File: src/rtl/uart_tx_arbiter.sv
// Two-requester round-robin framer for a UART TX FIFO.
// Each packet goes out as SOF, requester ID, payload bytes, then the XOR checksum of ID and payload.
//
// state   | meaning
// IDLE    | no owner; arbitrate between valid requesters
// SOF     | write the start-of-frame byte
// ID      | write the owner's ID byte
// PAYLOAD | forward owner bytes until one marked last is accepted
// CSUM    | write the checksum, release the grant
module uart_tx_arbiter #(
  parameter logic [7:0] SOF_BYTE = 8'hA5,
  parameter logic [7:0] ID0      = 8'h01,
  parameter logic [7:0] ID1      = 8'h02
) (
  input  logic       sys_clk,
  input  logic       rst_n,
  input  logic       req0_valid,
  input  logic       req1_valid,
  input  logic [7:0] req0_data,
  input  logic [7:0] req1_data,
  input  logic       req0_last,
  input  logic       req1_last,
  output logic       req0_ready,
  output logic       req1_ready,
  input  logic       is_tx_fifo_full,
  output logic       tx_new_data,
  output logic [7:0] new_data_in,
  output logic [1:0] grant,
  output logic       busy,
  output logic       pkt_done
);

  typedef enum logic [2:0] {
    S_IDLE    = 3'd0,
    S_SOF     = 3'd1,
    S_ID      = 3'd2,
    S_PAYLOAD = 3'd3,
    S_CSUM    = 3'd4
  } state_t;

  state_t     state;
  state_t     state_nxt;
  logic [7:0] csum;
  logic       ptr;
  logic       sel_valid;
  logic       sel_last;
  logic [7:0] sel_data;
  logic [7:0] id_byte;
  logic       pick;

  assign sel_valid = grant[1] ? req1_valid : req0_valid;
  assign sel_last  = grant[1] ? req1_last  : req0_last;
  assign sel_data  = grant[1] ? req1_data  : req0_data;
  assign id_byte   = grant[1] ? ID1 : ID0;
  // ptr only matters on a tie; a lone valid requester wins outright
  assign pick      = (req0_valid & req1_valid) ? ptr : req1_valid;
  assign busy      = (state != S_IDLE);

  always_ff @(posedge sys_clk or negedge rst_n) begin
    if (!rst_n) state <= S_IDLE;
    else        state <= state_nxt;
  end

  always_comb begin
    state_nxt = state;
    case (state)
      S_IDLE:    if (req0_valid | req1_valid) state_nxt = S_SOF;
      S_SOF:     if (tx_new_data) state_nxt = S_ID;
      S_ID:      if (tx_new_data) state_nxt = S_PAYLOAD;
      S_PAYLOAD: if (tx_new_data && sel_last) state_nxt = S_CSUM;
      S_CSUM:    if (tx_new_data) state_nxt = S_IDLE;
      default:   state_nxt = S_IDLE;
    endcase
  end

  always_comb begin
    tx_new_data = 1'b0;
    new_data_in = 8'h00;
    req0_ready  = 1'b0;
    req1_ready  = 1'b0;
    case (state)
      S_SOF: begin
        tx_new_data = ~is_tx_fifo_full;
        new_data_in = SOF_BYTE;
      end
      S_ID: begin
        tx_new_data = ~is_tx_fifo_full;
        new_data_in = id_byte;
      end
      S_PAYLOAD: begin
        req0_ready  = grant[0] & req0_valid & ~is_tx_fifo_full;
        req1_ready  = grant[1] & req1_valid & ~is_tx_fifo_full;
        tx_new_data = sel_valid & ~is_tx_fifo_full;
        new_data_in = sel_data;
      end
      S_CSUM: begin
        tx_new_data = ~is_tx_fifo_full;
        new_data_in = csum;
      end
      default: ;
    endcase
  end

  always_ff @(posedge sys_clk or negedge rst_n) begin
    if (!rst_n) begin
      grant    <= 2'b00;
      csum     <= 8'h00;
      ptr      <= 1'b0;
      pkt_done <= 1'b0;
    end else begin
      pkt_done <= 1'b0;
      case (state)
        S_IDLE: begin
          if (req0_valid | req1_valid) begin
            grant <= pick ? 2'b10 : 2'b01;
            csum  <= 8'h00;
          end
        end
        S_ID:      if (tx_new_data) csum <= csum ^ id_byte;
        S_PAYLOAD: if (tx_new_data) csum <= csum ^ sel_data;
        S_CSUM: begin
          if (tx_new_data) begin
            pkt_done <= 1'b1;
            grant    <= 2'b00;
            ptr      <= grant[0];
          end
        end
        default: ;
      endcase
    end
  end

endmodule

File: config.mk
export PLATFORM = sky130hd
export DESIGN_NAME = uart_tx_arbiter
export DESIGN_NICKNAME = d
export VERILOG_FILES = /design/src/rtl/uart_tx_arbiter.sv
export SDC_FILE = /design/constraint.sdc
export NUM_CORES = 1
export LEC_CHECK = 0
export CAP_MARGIN = 20
export CORE_ASPECT_RATIO = 0.8
export CORE_UTILIZATION = 47
export DETAILED_ROUTE_END_ITERATION = 10
export HOLD_SLACK_MARGIN = 0.03
export PLACE_DENSITY_LB_ADDON = 0.12
export SLEW_MARGIN = 30
export SYNTH_ARGS = -nofsm -noshare
export SYNTH_HDL_FRONTEND = slang
export SYNTH_SLANG_ARGS = --single-unit
export TNS_END_PERCENT = 50
File: constraint.sdc
create_clock -name sys_clk -period 6.3 [get_ports sys_clk]
set_clock_uncertainty 0.2 [all_clocks]
set_input_delay 1.26 -clock sys_clk [delete_from_list [all_inputs] [get_ports sys_clk]]
set_output_delay 1.26 -clock sys_clk [all_outputs]
set_load 0.03 [all_outputs]
==> results_dict.tcl, run 1 <==
set metrics [dict create \
    status "finished, final reports clean" \
    detailedPlace.worstSlack_ns 1.65 \
    die_w_um 54.7 \
    clkPwrFrac_pct 8.1 \
    cts_hold_repair.buffers 0 \
    detail_route.vias_per_cell 5.69 \
    layout-drive-gt1-share_pct 7.14 \
    syn-num-nets 146 \
    finalWorstSetupSlack_ns 1.63 \
    cts_resized 0 \
    grt_pass1_vias 1013 \
    switching_share_pct 49.0 \
    synth_sequential_area_ratio_pct 35.9 \
    grtUsageTotal_pct 26.1 \
    via_count_of_the_routed_design 1013 \
    n_diodes 0 \
    cts_sinks 15 \
    synthCells 123 \
    setup.worst_path.class "input port to output pin" \
    worst-r2r-setup-slack_ns 3.85 \
    cts-htree-levels 1 \
    rr_startpoint "grant[1]$_DFFE_PN0P_" \
    design.portCount 38 \
    combined_area_of_all_synthesized_cells_um2 1050 \
    inserted_clock_buffers 3 \
    final.setup.tns_ns 0 \
    hpwl_um 1900 \
    dr.first_iter.drc_count 28 \
    synth.ff_latch_count 15 \
    worstRegToRegCells 5 \
    worst_setup_path_startpoint "req1_valid" \
    syn_to_final_growth_pct 36.4 \
    routabilityCongestion 0.852 \
    critical_path_arrival_ns 3.21 \
    total_count_of_max_transition_violations_in_the_final_report 0 \
    grt_setup_unrepaired "false" \
    grt_start_max_net_pins 18 \
    filler_cell_count 155 \
    period_share_pct 74.1 \
    netlist-cell-type-count 37 \
    dieHeight_um 44.2 \
    finalHoldWorstSlack_ns 0.334 \
    max_cap_violations 0 \
    drcViolationCount 0 \
    startpoint_type "input port" \
    total_switching_power_uw 345 \
    placed_area_um2 1400 \
    final_net_count 178 \
    finish.cell_count_without_fillers 178 \
    setup-violations-final 0 \
    grt_first_pass_wirelength_um 4510 \
    worst_pin_slew_ns 0.679 \
    routed_wirelength_um 2620 \
    worst-path-max-fanout 7 \
    dp.cells 174 \
    worstSkewPairLatency_ns 0.29 \
    cp_data_required_time_ns 4.84 \
    tritoncts_clock_tree "built" \
    start_util_pct 52.8 \
    pwr-share-seq_pct 29.2 \
    post_cts_clock_slew_at_the_launch_and_capture_registers_of_the_worst_setup_and_hold_paths_ns 0.10 \
    cts.root.buffer_cell "sky130_fd_sc_hd__clkbuf_4" \
    crit-reg2reg-capture "csum[1]$_DFFE_PN0P_" \
    drt-wirelength-per-cell_um 14.7 \
    post_cts_buffers 0 \
    final_hold_violating_endpoints 0 \
    first_pass_iters 4 \
    worst_vdd_rail_ir_drop_uv 342 \
    port_buffers 37 \
    std_cell_rows 14 \
    holdCritStartpoint "ptr$_DFFE_PN0P_" \
    worst_hold_path.endpoint "ptr$_DFFE_PN0P_" \
    clock_path_buffers 2 \
    clock.fmax_mhz 214 \
    min_period_ns 4.67 \
    core_region_area_um2 1980 \
    design.die.area_um2 2420 \
    min-delay-path-class "flop to flop" \
    cp-end-kind "output pin" \
    antenna_found_initial 0 \
    power.internal_uw 359 \
    grt-ovfl-total 0 \
    power_frac_comb_pct 62.7 \
    power.leakage_nw 0.628 \
    power_density_nw_per_um2 494 \
    post_synth.cell_area_avg_um2 8.50 \
    yosys_warning_total 0 \
    hold-path-cell-count 1 \
    stdcell_area_um2 1430 \
    max_slew_margin_pct 54.6 \
    final_antenna_net_count 0 \
]
==> cells in the mapped netlist <==
cell type / n / area share [%]
sky130_fd_sc_hd__a211o_1: 2 / 1.7
sky130_fd_sc_hd__nand2_1: 13 / 4.7
sky130_fd_sc_hd__or3b_4: 1 / 1.1
sky130_fd_sc_hd__clkbuf_1: 7 / 2.5
sky130_fd_sc_hd__a2111oi_2: 1 / 1.4
sky130_fd_sc_hd__and3_1: 1 / 0.60
sky130_fd_sc_hd__o21bai_1: 1 / 0.72
sky130_fd_sc_hd__a21boi_0: 1 / 0.72
sky130_fd_sc_hd__xnor2_1: 5 / 4.2
sky130_fd_sc_hd__nand3b_1: 2 / 1.4
sky130_fd_sc_hd__and2_1: 3 / 1.8
sky130_fd_sc_hd__buf_2: 2 / 0.96
sky130_fd_sc_hd__a21oi_1: 8 / 3.8
sky130_fd_sc_hd__mux2i_2: 1 / 1.3
sky130_fd_sc_hd__or2_2: 1 / 0.60
sky130_fd_sc_hd__a31oi_1: 2 / 1.2
sky130_fd_sc_hd__or4_1: 1 / 0.72
sky130_fd_sc_hd__nand2b_1: 3 / 1.8
sky130_fd_sc_hd__a22o_1: 1 / 0.84
sky130_fd_sc_hd__mux2i_1: 7 / 6.7
sky130_fd_sc_hd__inv_1: 2 / 0.72
sky130_fd_sc_hd__o21ai_0: 5 / 2.4
sky130_fd_sc_hd__a21o_1: 6 / 4.3
sky130_fd_sc_hd__nor2b_1: 1 / 0.60
sky130_fd_sc_hd__o2111ai_1: 1 / 0.84
sky130_fd_sc_hd__nor2_1: 10 / 3.6
sky130_fd_sc_hd__nor3_1: 5 / 2.4
sky130_fd_sc_hd__dfrtp_1: 15 / 36
sky130_fd_sc_hd__inv_2: 1 / 0.36
sky130_fd_sc_hd__buf_6: 1 / 1.1
sky130_fd_sc_hd__nor4_1: 5 / 3.0
sky130_fd_sc_hd__o211a_1: 1 / 0.96
sky130_fd_sc_hd__mux2_2: 1 / 1.1
sky130_fd_sc_hd__a221o_2: 1 / 1.1
sky130_fd_sc_hd__nor3b_1: 2 / 1.4
sky130_fd_sc_hd__o22ai_1: 1 / 0.60
sky130_fd_sc_hd__nand3_1: 2 / 0.96
==> power groups by stage <==
stage	registers [mW]	logic [mW]	clock network [mW]
detailed placement	0.206	0.440	0
finish	0.206	0.442	0.0568
floorplan	0.172	0.337	0
global placement	0.204	0.435	0
global route	0.215	0.479	0.0626
CTS	0.203	0.444	0.0590
==> worst max path at each step <==
stage             endpoint  slack (ns)  cells past startpoint
2_1_floorplan   req0_ready        2.68                      2
3_3_place_gp   tx_new_data        1.70                      5
3_5_place_dp   tx_new_data        1.65                      5
4_1_cts        tx_new_data        1.64                      5
5_1_grt        tx_new_data        1.55                      5
6_report       tx_new_data        1.63                      5
==> sequential cells by signal, summed over array words and instances, names as in the netlist <==
signal	flops
csum	8
state	3
grant	2
pkt_done	1
ptr	1
==> logic make-up (layout without fill, tap and decap cells) <==
| logic type | after synthesis | count (layout) | synth area share [%] |
|---|---|---|---|
| flops | 15 | 15 | 35.9 |
| compound gates | 31 | 31 | 20.6 |
| xor+xnor | 5 | 5 | 4.19 |
| simple gates | 50 | 50 | 24.6 |
| mux | 9 | 9 | 9.09 |
| buf+inv | 13 | 44 | 5.62 |
==> final cells by class <==
type | instances | area (µm²) | share of cell area [%]
Timing Repair Buffer | 37 | 370 | 26.0
Inverter | 3 | 11.3 | 0.789
Sequential cell | 15 | 375 | 26.3
Clock inverter | 1 | 5.00 | 0.351
Clock buffer | 3 | 22.5 | 1.58
Multi-Input combinational cell | 95 | 612 | 42.9
Tap cell | 24 | 30.0 | 2.11
==> layer usage <==
metal / vias up / GRT usage (%) / part of all wire (%)
met5: - / 0 / 0
met4: 0 / 4.62 / 0.50
met2: 28 / 43.4 / 47
met1: 479 / 33.6 / 48
li1: 504 / - / -
met3: 2 / 7.56 / 5.0
==> layout by cell type (no fill, tap or decap), drive strengths merged <==
| cell | synthesis | routed |
|---|---|---|
| clkdlybuf4s50 | 0 | 37 |
| dfrtp | 15 | 15 |
| nand2 | 13 | 13 |
| nor2 | 10 | 10 |
| a21oi | 8 | 8 |
| mux2i | 8 | 8 |
| a21o | 6 | 6 |
| nor3 | 5 | 5 |
| o21ai | 5 | 5 |
| nor4 | 5 | 5 |
| xnor2 | 5 | 5 |
| and2 | 3 | 3 |
| nand2b | 3 | 3 |
| clkbuf | 7 | 3 |
| inv | 3 | 3 |
| nand3b | 2 | 2 |
| nor3b | 2 | 2 |
| a31oi | 2 | 2 |
| a211o | 2 | 2 |
| nand3 | 2 | 2 |
| o21bai | 1 | 1 |
| or3b | 1 | 1 |
| a221o | 1 | 1 |
| nor2b | 1 | 1 |
| a22o | 1 | 1 |
| or2 | 1 | 1 |
| o22ai | 1 | 1 |
| a2111oi | 1 | 1 |
| and3 | 1 | 1 |
| a21boi | 1 | 1 |
| mux2 | 1 | 1 |
| o211a | 1 | 1 |
| o2111ai | 1 | 1 |
| or4 | 1 | 1 |
| clkinv | 0 | 1 |
==> critical path, stage by stage <==
cell                              delay (ns)
sky130_fd_sc_hd__clkdlybuf4s50_1        0.56
sky130_fd_sc_hd__mux2i_2                0.16
sky130_fd_sc_hd__a221o_2                0.46
sky130_fd_sc_hd__inv_2                  0.11
sky130_fd_sc_hd__clkdlybuf4s50_1        0.67
==> per-stage QoR <==
| step | utilization [%] | total power [mW] |
|---|---|---|
| floorplan | - | 0.509 |
| global placement | 70.7 | 0.639 |
| detailed placement | 70.7 | 0.646 |
| CTS | 72.1 | 0.706 |
| global route | 72.1 | 0.757 |
| finish | 72.1 | 0.704 |
Note: power is estimated with default switching activity, not from simulation.
==> run 2, diff against run 1 <==
Settings changed: CORE_UTILIZATION 47 to 44.
Clock period 6.3 ns to 4.9 ns, I/O delays scaled along.
==> run 2 against run 1 <==
Compared with the run above: non-clock buffer count stayed put; sequential power is 29% higher; die area is 6.5% higher; utilization is 7.0 points lower; worst hold slack worse by 0.0098 ns; clock power is 25% higher; first-iteration DRC count is 29% lower; highest routed layer unchanged; setup slack worse by 0.85 ns; flip-flop and latch count stayed put; combinational power is 29% higher.
==> results_dict.tcl, run 2 (synthesis results as in run 1) <==
set metrics [dict create \
    switching_share_pct 49.0 \
    syn_to_final_growth_pct 36.5 \
    total_power_uw 904 \
    total_count_of_max_transition_violations_in_the_final_report 0 \
    port_buffers 37 \
    period_share_pct 84.1 \
    n_diodes 0 \
    start_util_pct 47.6 \
    std_cell_rows 15 \
    post_cts_clock_slew_at_the_launch_and_capture_registers_of_the_worst_setup_and_hold_paths_ns 0.09 \
    dieHeight_um 45.6 \
    grtUsageTotal_pct 22.4 \
    power_density_nw_per_um2 634 \
    largest_register_ff_count 8 \
    final_cell_mix "sky130_fd_sc_hd__clkdlybuf4s50_1 (37), sky130_fd_sc_hd__dfrtp_1 (15), sky130_fd_sc_hd__nand2_1 (13)" \
    setup-violations-final 0 \
    final.setup.tns_ns 0 \
    inserted_clock_buffers 3 \
    registers.top_by_ff_count "csum" \
    startpoint_type "input port" \
    detail_route.vias_per_cell 5.64 \
    drcViolationCount 0 \
    clkPwrFrac_pct 7.8 \
    tritoncts_clock_tree "built" \
    max_slew_margin_pct 54.2 \
    final_hold_violating_endpoints 0 \
    setup.worst_path.class "input port to output pin" \
    detailedPlace.worstSlack_ns 0.801 \
    cp-end-kind "output pin" \
    critical-path-slowest-cell "sky130_fd_sc_hd__clkdlybuf4s50_1" \
    final_net_count 178 \
    cpMostUsedCell "sky130_fd_sc_hd__clkdlybuf4s50_1" \
    cts-htree-levels 1 \
    crit_path_cell_trace "clkdlybuf4s50_1, mux2i_2, a221o_2, inv_2, clkdlybuf4s50_1" \
    grt_start_max_net_pins 18 \
    cp_data_required_time_ns 3.72 \
    hpwl_um 1960 \
    die_w_um 56.5 \
    dr.first_iter.drc_count 20 \
    grt_pass1_vias 921 \
    design.portCount 38 \
    critical_path_arrival_ns 2.94 \
    layout_top_registers "csum (8), state (3), grant (2)" \
    cts.root.buffer_cell "sky130_fd_sc_hd__clkbuf_4" \
    drt-wirelength-per-cell_um 14.3 \
    final_antenna_net_count 0 \
    finish.cell_count_without_fillers 179 \
    power.leakage_nw 0.628 \
    power_frac_comb_pct 62.8 \
    worstSkewPairLatency_ns 0.28 \
    worst_vdd_rail_ir_drop_uv 377 \
    min-delay-path-class "flop to flop" \
    clock.fmax_mhz 243 \
    first_pass_iters 4 \
    core_region_area_um2 2200 \
    pwr-share-seq_pct 29.4 \
    worst_pin_slew_ns 0.687 \
    worst-path-max-fanout 7 \
    cts_sinks 15 \
    dp.cells 175 \
    design.die.area_um2 2580 \
    min_period_ns 4.12 \
    routed_wirelength_um 2560 \
    leading_cell_type_in_the_layout_fill_and_taps_excluded "sky130_fd_sc_hd__clkdlybuf4s50_1" \
    total_switching_power_uw 443 \
    routabilityCongestion 0.810 \
    max_cap_violations 0 \
    cts_hold_repair.buffers 0 \
    grt-ovfl-total 0 \
    cpPeakStageDelay_ns 0.67 \
    cts_resized 0 \
    post_cts_buffers 0 \
    antenna_found_initial 0 \
    finalWorstSetupSlack_ns 0.780 \
    clock_path_buffers 2 \
    grt_first_pass_wirelength_um 4320 \
    layout-drive-gt1-share_pct 7.14 \
    via_count_of_the_routed_design 1009 \
    status "finished, final reports clean" \
    grt_setup_unrepaired "false" \
    power.internal_uw 462 \
]
==> run 2: cell counts in the layout (fill, tap and decap cells not counted) <==
Identical to the previous run, type by type.
==> run 2: stage by stage <==
| stage | util [%] | hold WS, ns | instance area (µm²) |
|---|---|---|---|
| finish | 65.0 | 0.324 | 1430 |
| global route | 65.0 | 0.364 | 1430 |
| CTS | 65.0 | 0.330 | 1430 |
| detailed placement | 63.8 | 0.309 | 1400 |
| global placement | 63.8 | 0.301 | 1400 |
| floorplan | - | 0.281 | 1050 |
==> run 2: cell type report <==
cell class	instances	area [µm²]
sequential	15	375
tap	25	31.3
timing repair buffer	37	370
clock buffer	3	22.5
multi-input combinational	95	612
clock inverter	1	5.00
fill	214	768
inverter	3	11.3
==> run 2: final timing paths <==
path,from,end,slack (ns),cells past startpoint
min reg2reg,ptr$_DFFE_PN0P_,ptr$_DFFE_PN0P_,0.32,1
max reg2reg,grant[1]$_DFFE_PN0P_,csum[1]$_DFFE_PN0P_,2.41,5
max,req1_valid,tx_new_data,0.78,5
min in group asynchronous,rst_n,grant[0]$_DFFE_PN0P_,0.89,1
max in group asynchronous,rst_n,csum[2]$_DFFE_PN0P_,3.18,1
min,ptr$_DFFE_PN0P_,ptr$_DFFE_PN0P_,0.32,1
==> run 2: critical path, delay by kind of cell <==
kind | cells | cell delay (ns)
buffers and inverters | 3 | 1.34
muxes | 1 | 0.17
AOI/OAI and AO/OA | 1 | 0.45
==> run 2: metal layers <==
layer,GRT usage [%],up-vias,share of wire [%]
li1,-,505,-
met1,30.7,475,49
met2,35.1,27,46
met3,7.10,2,4.4
met4,4.88,0,0.51
met5,0,-,0
==> run 2: power groups by stage <==
stage / Combinational (mW) / Clock (mW) / Sequential [mW]
floorplan: 0.433 / 0 / 0.222
global placement: 0.564 / 0 / 0.263
detailed placement: 0.568 / 0 / 0.266
CTS: 0.571 / 0.0735 / 0.264
global route: 0.617 / 0.0784 / 0.276
finish: 0.568 / 0.0709 / 0.266
==> run 3, diff against run 2 <==
Clock period 4.9 ns to 4.1 ns, I/O delays scaled along.
==> run 3 against run 2 <==
Compared with the run above: flip-flop and latch count unchanged; register-to-register slack got worse by 0.61 ns; non-clock buffer count increased by 2; via count increased by 0.20%; clock power increased by 26%; sequential power increased by 14%.
==> results_dict.tcl, run 3 (synthesis results as in run 1) <==
set metrics [dict create \
    status "finished, final reports clean" \
    crit_path_cell_trace "clkdlybuf4s50_1, mux2i_2, a221o_2, inv_2, clkdlybuf4s50_1" \
    worst-r2r-setup-slack_ns 1.80 \
    pwr-share-seq_pct 27.7 \
    setup.worst_path.class "input port to output pin" \
    grtUsageTotal_pct 23.2 \
    drt-wirelength-per-cell_um 14.5 \
    filler_cell_count 200 \
    finalHoldWorstSlack_ns 0.339 \
    cp_data_required_time_ns 3.08 \
    finalWorstSetupSlack_ns 0.334 \
    cts_resized 0 \
    max_slew_margin_pct 55.1 \
    holdCritStartpoint "ptr$_DFFE_PN0P_" \
    period_share_pct 91.8 \
    design.portCount 38 \
    placed_area_um2 1420 \
    cpPeakStageDelay_ns 0.67 \
    critical_path_arrival_ns 2.75 \
    syn_to_final_growth_pct 37.9 \
    registers.top_by_ff_count "csum" \
    power.leakage_nw 0.638 \
    start_util_pct 47.6 \
    worstRegToRegCells 5 \
    grt_setup_unrepaired "false" \
    cp.depth 5 \
    largest_register_ff_count 8 \
    max_cap_violations 0 \
    regArea_um2 375 \
    hold-path-cell-count 1 \
    cpLargestDelayFamily "buffers and inverters" \
    final.setup.tns_ns 0 \
    dr.first_iter.drc_count 41 \
    clock_path_buffers 2 \
    rr_startpoint "state[0]$_DFFE_PN0P_" \
    critical-path-slowest-cell "sky130_fd_sc_hd__clkdlybuf4s50_1" \
    std_cell_rows 15 \
    tritoncts_clock_tree "built" \
    worst-path-max-fanout 7 \
    final_antenna_net_count 0 \
    total_count_of_max_transition_violations_in_the_final_report 0 \
    layout-drive-gt1-share_pct 8.33 \
    port_buffers 37 \
    core_region_area_um2 2200 \
    dieHeight_um 45.6 \
    post_cts_buffers 0 \
    total_switching_power_uw 538 \
    detail_route.vias_per_cell 5.59 \
    power.internal_uw 558 \
    min-delay-path-class "flop to flop" \
    via_count_of_the_routed_design 1011 \
    worst_pin_slew_ns 0.671 \
    n_diodes 0 \
    total_power_mw 1.10 \
    final_cell_mix "sky130_fd_sc_hd__clkdlybuf4s50_1 (37), sky130_fd_sc_hd__dfrtp_1 (15), sky130_fd_sc_hd__nand2_1 (13)" \
    routabilityCongestion 0.844 \
    clock.fmax_mhz 266 \
    post_cts_clock_slew_at_the_launch_and_capture_registers_of_the_worst_setup_and_hold_paths_ns 0.09 \
    worst_setup_path_startpoint "req1_valid" \
    grt_start_max_net_pins 18 \
    inserted_clock_buffers 3 \
    die_w_um 56.5 \
    switching_share_pct 49.1 \
    worst_path_buffer_plus_inverter_count 3 \
    detailedPlace.worstSlack_ns 0.331 \
    setup-violations-final 0 \
    power_density_nw_per_um2 759 \
    routed_wirelength_um 2630 \
    clkPwrFrac_pct 8.2 \
    stdcell_area_um2 1440 \
    cts.root.buffer_cell "sky130_fd_sc_hd__clkbuf_4" \
    cp-end-kind "output pin" \
    cts-htree-levels 1 \
    layout_top_registers "csum (8), state (3), grant (2)" \
    worst_vdd_rail_ir_drop_uv 442 \
    final_net_count 180 \
    grt_first_pass_wirelength_um 4530 \
    first_pass_iters 4 \
    min_period_ns 3.77 \
    worstSkewPairLatency_ns 0.29 \
    final_hold_violating_endpoints 0 \
    cpMostUsedCell "sky130_fd_sc_hd__clkdlybuf4s50_1" \
    antenna_found_initial 0 \
    grt-ovfl-total 0 \
    startpoint_type "input port" \
    design.die.area_um2 2580 \
    power_frac_comb_pct 64.1 \
    multi_input_combinational_cell_area_um2 612 \
    drcViolationCount 0 \
    grt_pass1_vias 975 \
    hpwl_um 2000 \
    leading_cell_type_in_the_layout_fill_and_taps_excluded "sky130_fd_sc_hd__clkdlybuf4s50_1" \
    cts_sinks 15 \
    cts_hold_repair.buffers 0 \
]
## run 3: cell count changes in the layout (fill, tap and decap cells not counted)
cell	delta
sky130_fd_sc_hd__buf_4	+2
## run 3: metrics by stage
step / instances / util (%)
final: 181 / 65.7
after detailed placement: 177 / 64.4
after floorplan: 123 / -
after CTS: 181 / 65.7
after global routing: 181 / 65.7
after global placement: 177 / 64.4
## run 3: worst reg2reg max path, stage by stage, from the launching register on
cell                      delay (ns)
sky130_fd_sc_hd__dfrtp_1        0.57
sky130_fd_sc_hd__or3b_4         0.46
sky130_fd_sc_hd__a221o_2        0.43
sky130_fd_sc_hd__inv_2          0.10
sky130_fd_sc_hd__o22ai_1        0.11
sky130_fd_sc_hd__a211o_1        0.32
## run 3: area by class of cell
| type | count | share of cell area [%] |
|---|---|---|
| Multi-Input combinational cell | 95 | 42.4 |
| Timing Repair Buffer | 39 | 26.7 |
| Sequential cell | 15 | 26.0 |
| Tap cell | 25 | 2.17 |
| Clock buffer | 3 | 1.56 |
| Inverter | 3 | 0.781 |
| Clock inverter | 1 | 0.347 |
## run 3: power by group through the flow
stage | Sequential, mW | Clock, mW | Combinational, mW
2_1_floorplan | 0.265 | 0 | 0.518
3_3_place_gp | 0.299 | 0 | 0.694
3_5_place_dp | 0.302 | 0 | 0.702
4_1_cts | 0.300 | 0.0893 | 0.704
5_1_grt | 0.312 | 0.0975 | 0.761
6_report | 0.304 | 0.0895 | 0.702
## run 3: final timing paths
check,end
max in group asynchronous,csum[7]$_DFFE_PN0P_
worst max-delay path,tx_new_data
worst min register to register,ptr$_DFFE_PN0P_
min in group asynchronous,csum[3]$_DFFE_PN0P_
worst max register to register,csum[0]$_DFFE_PN0P_
worst min-delay path,ptr$_DFFE_PN0P_
## run 3: layer usage
| layer | track usage [%] | routed length, µm | vias to the layer above |
|---|---|---|---|
| met5 | 0 | 0 | - |
| met4 | 5.85 | 23 | 0 |
| met3 | 6.53 | 171 | 4 |
| met2 | 37.6 | 1190 | 42 |
| met1 | 30.9 | 1250 | 458 |
| li1 | - | - | 507 |
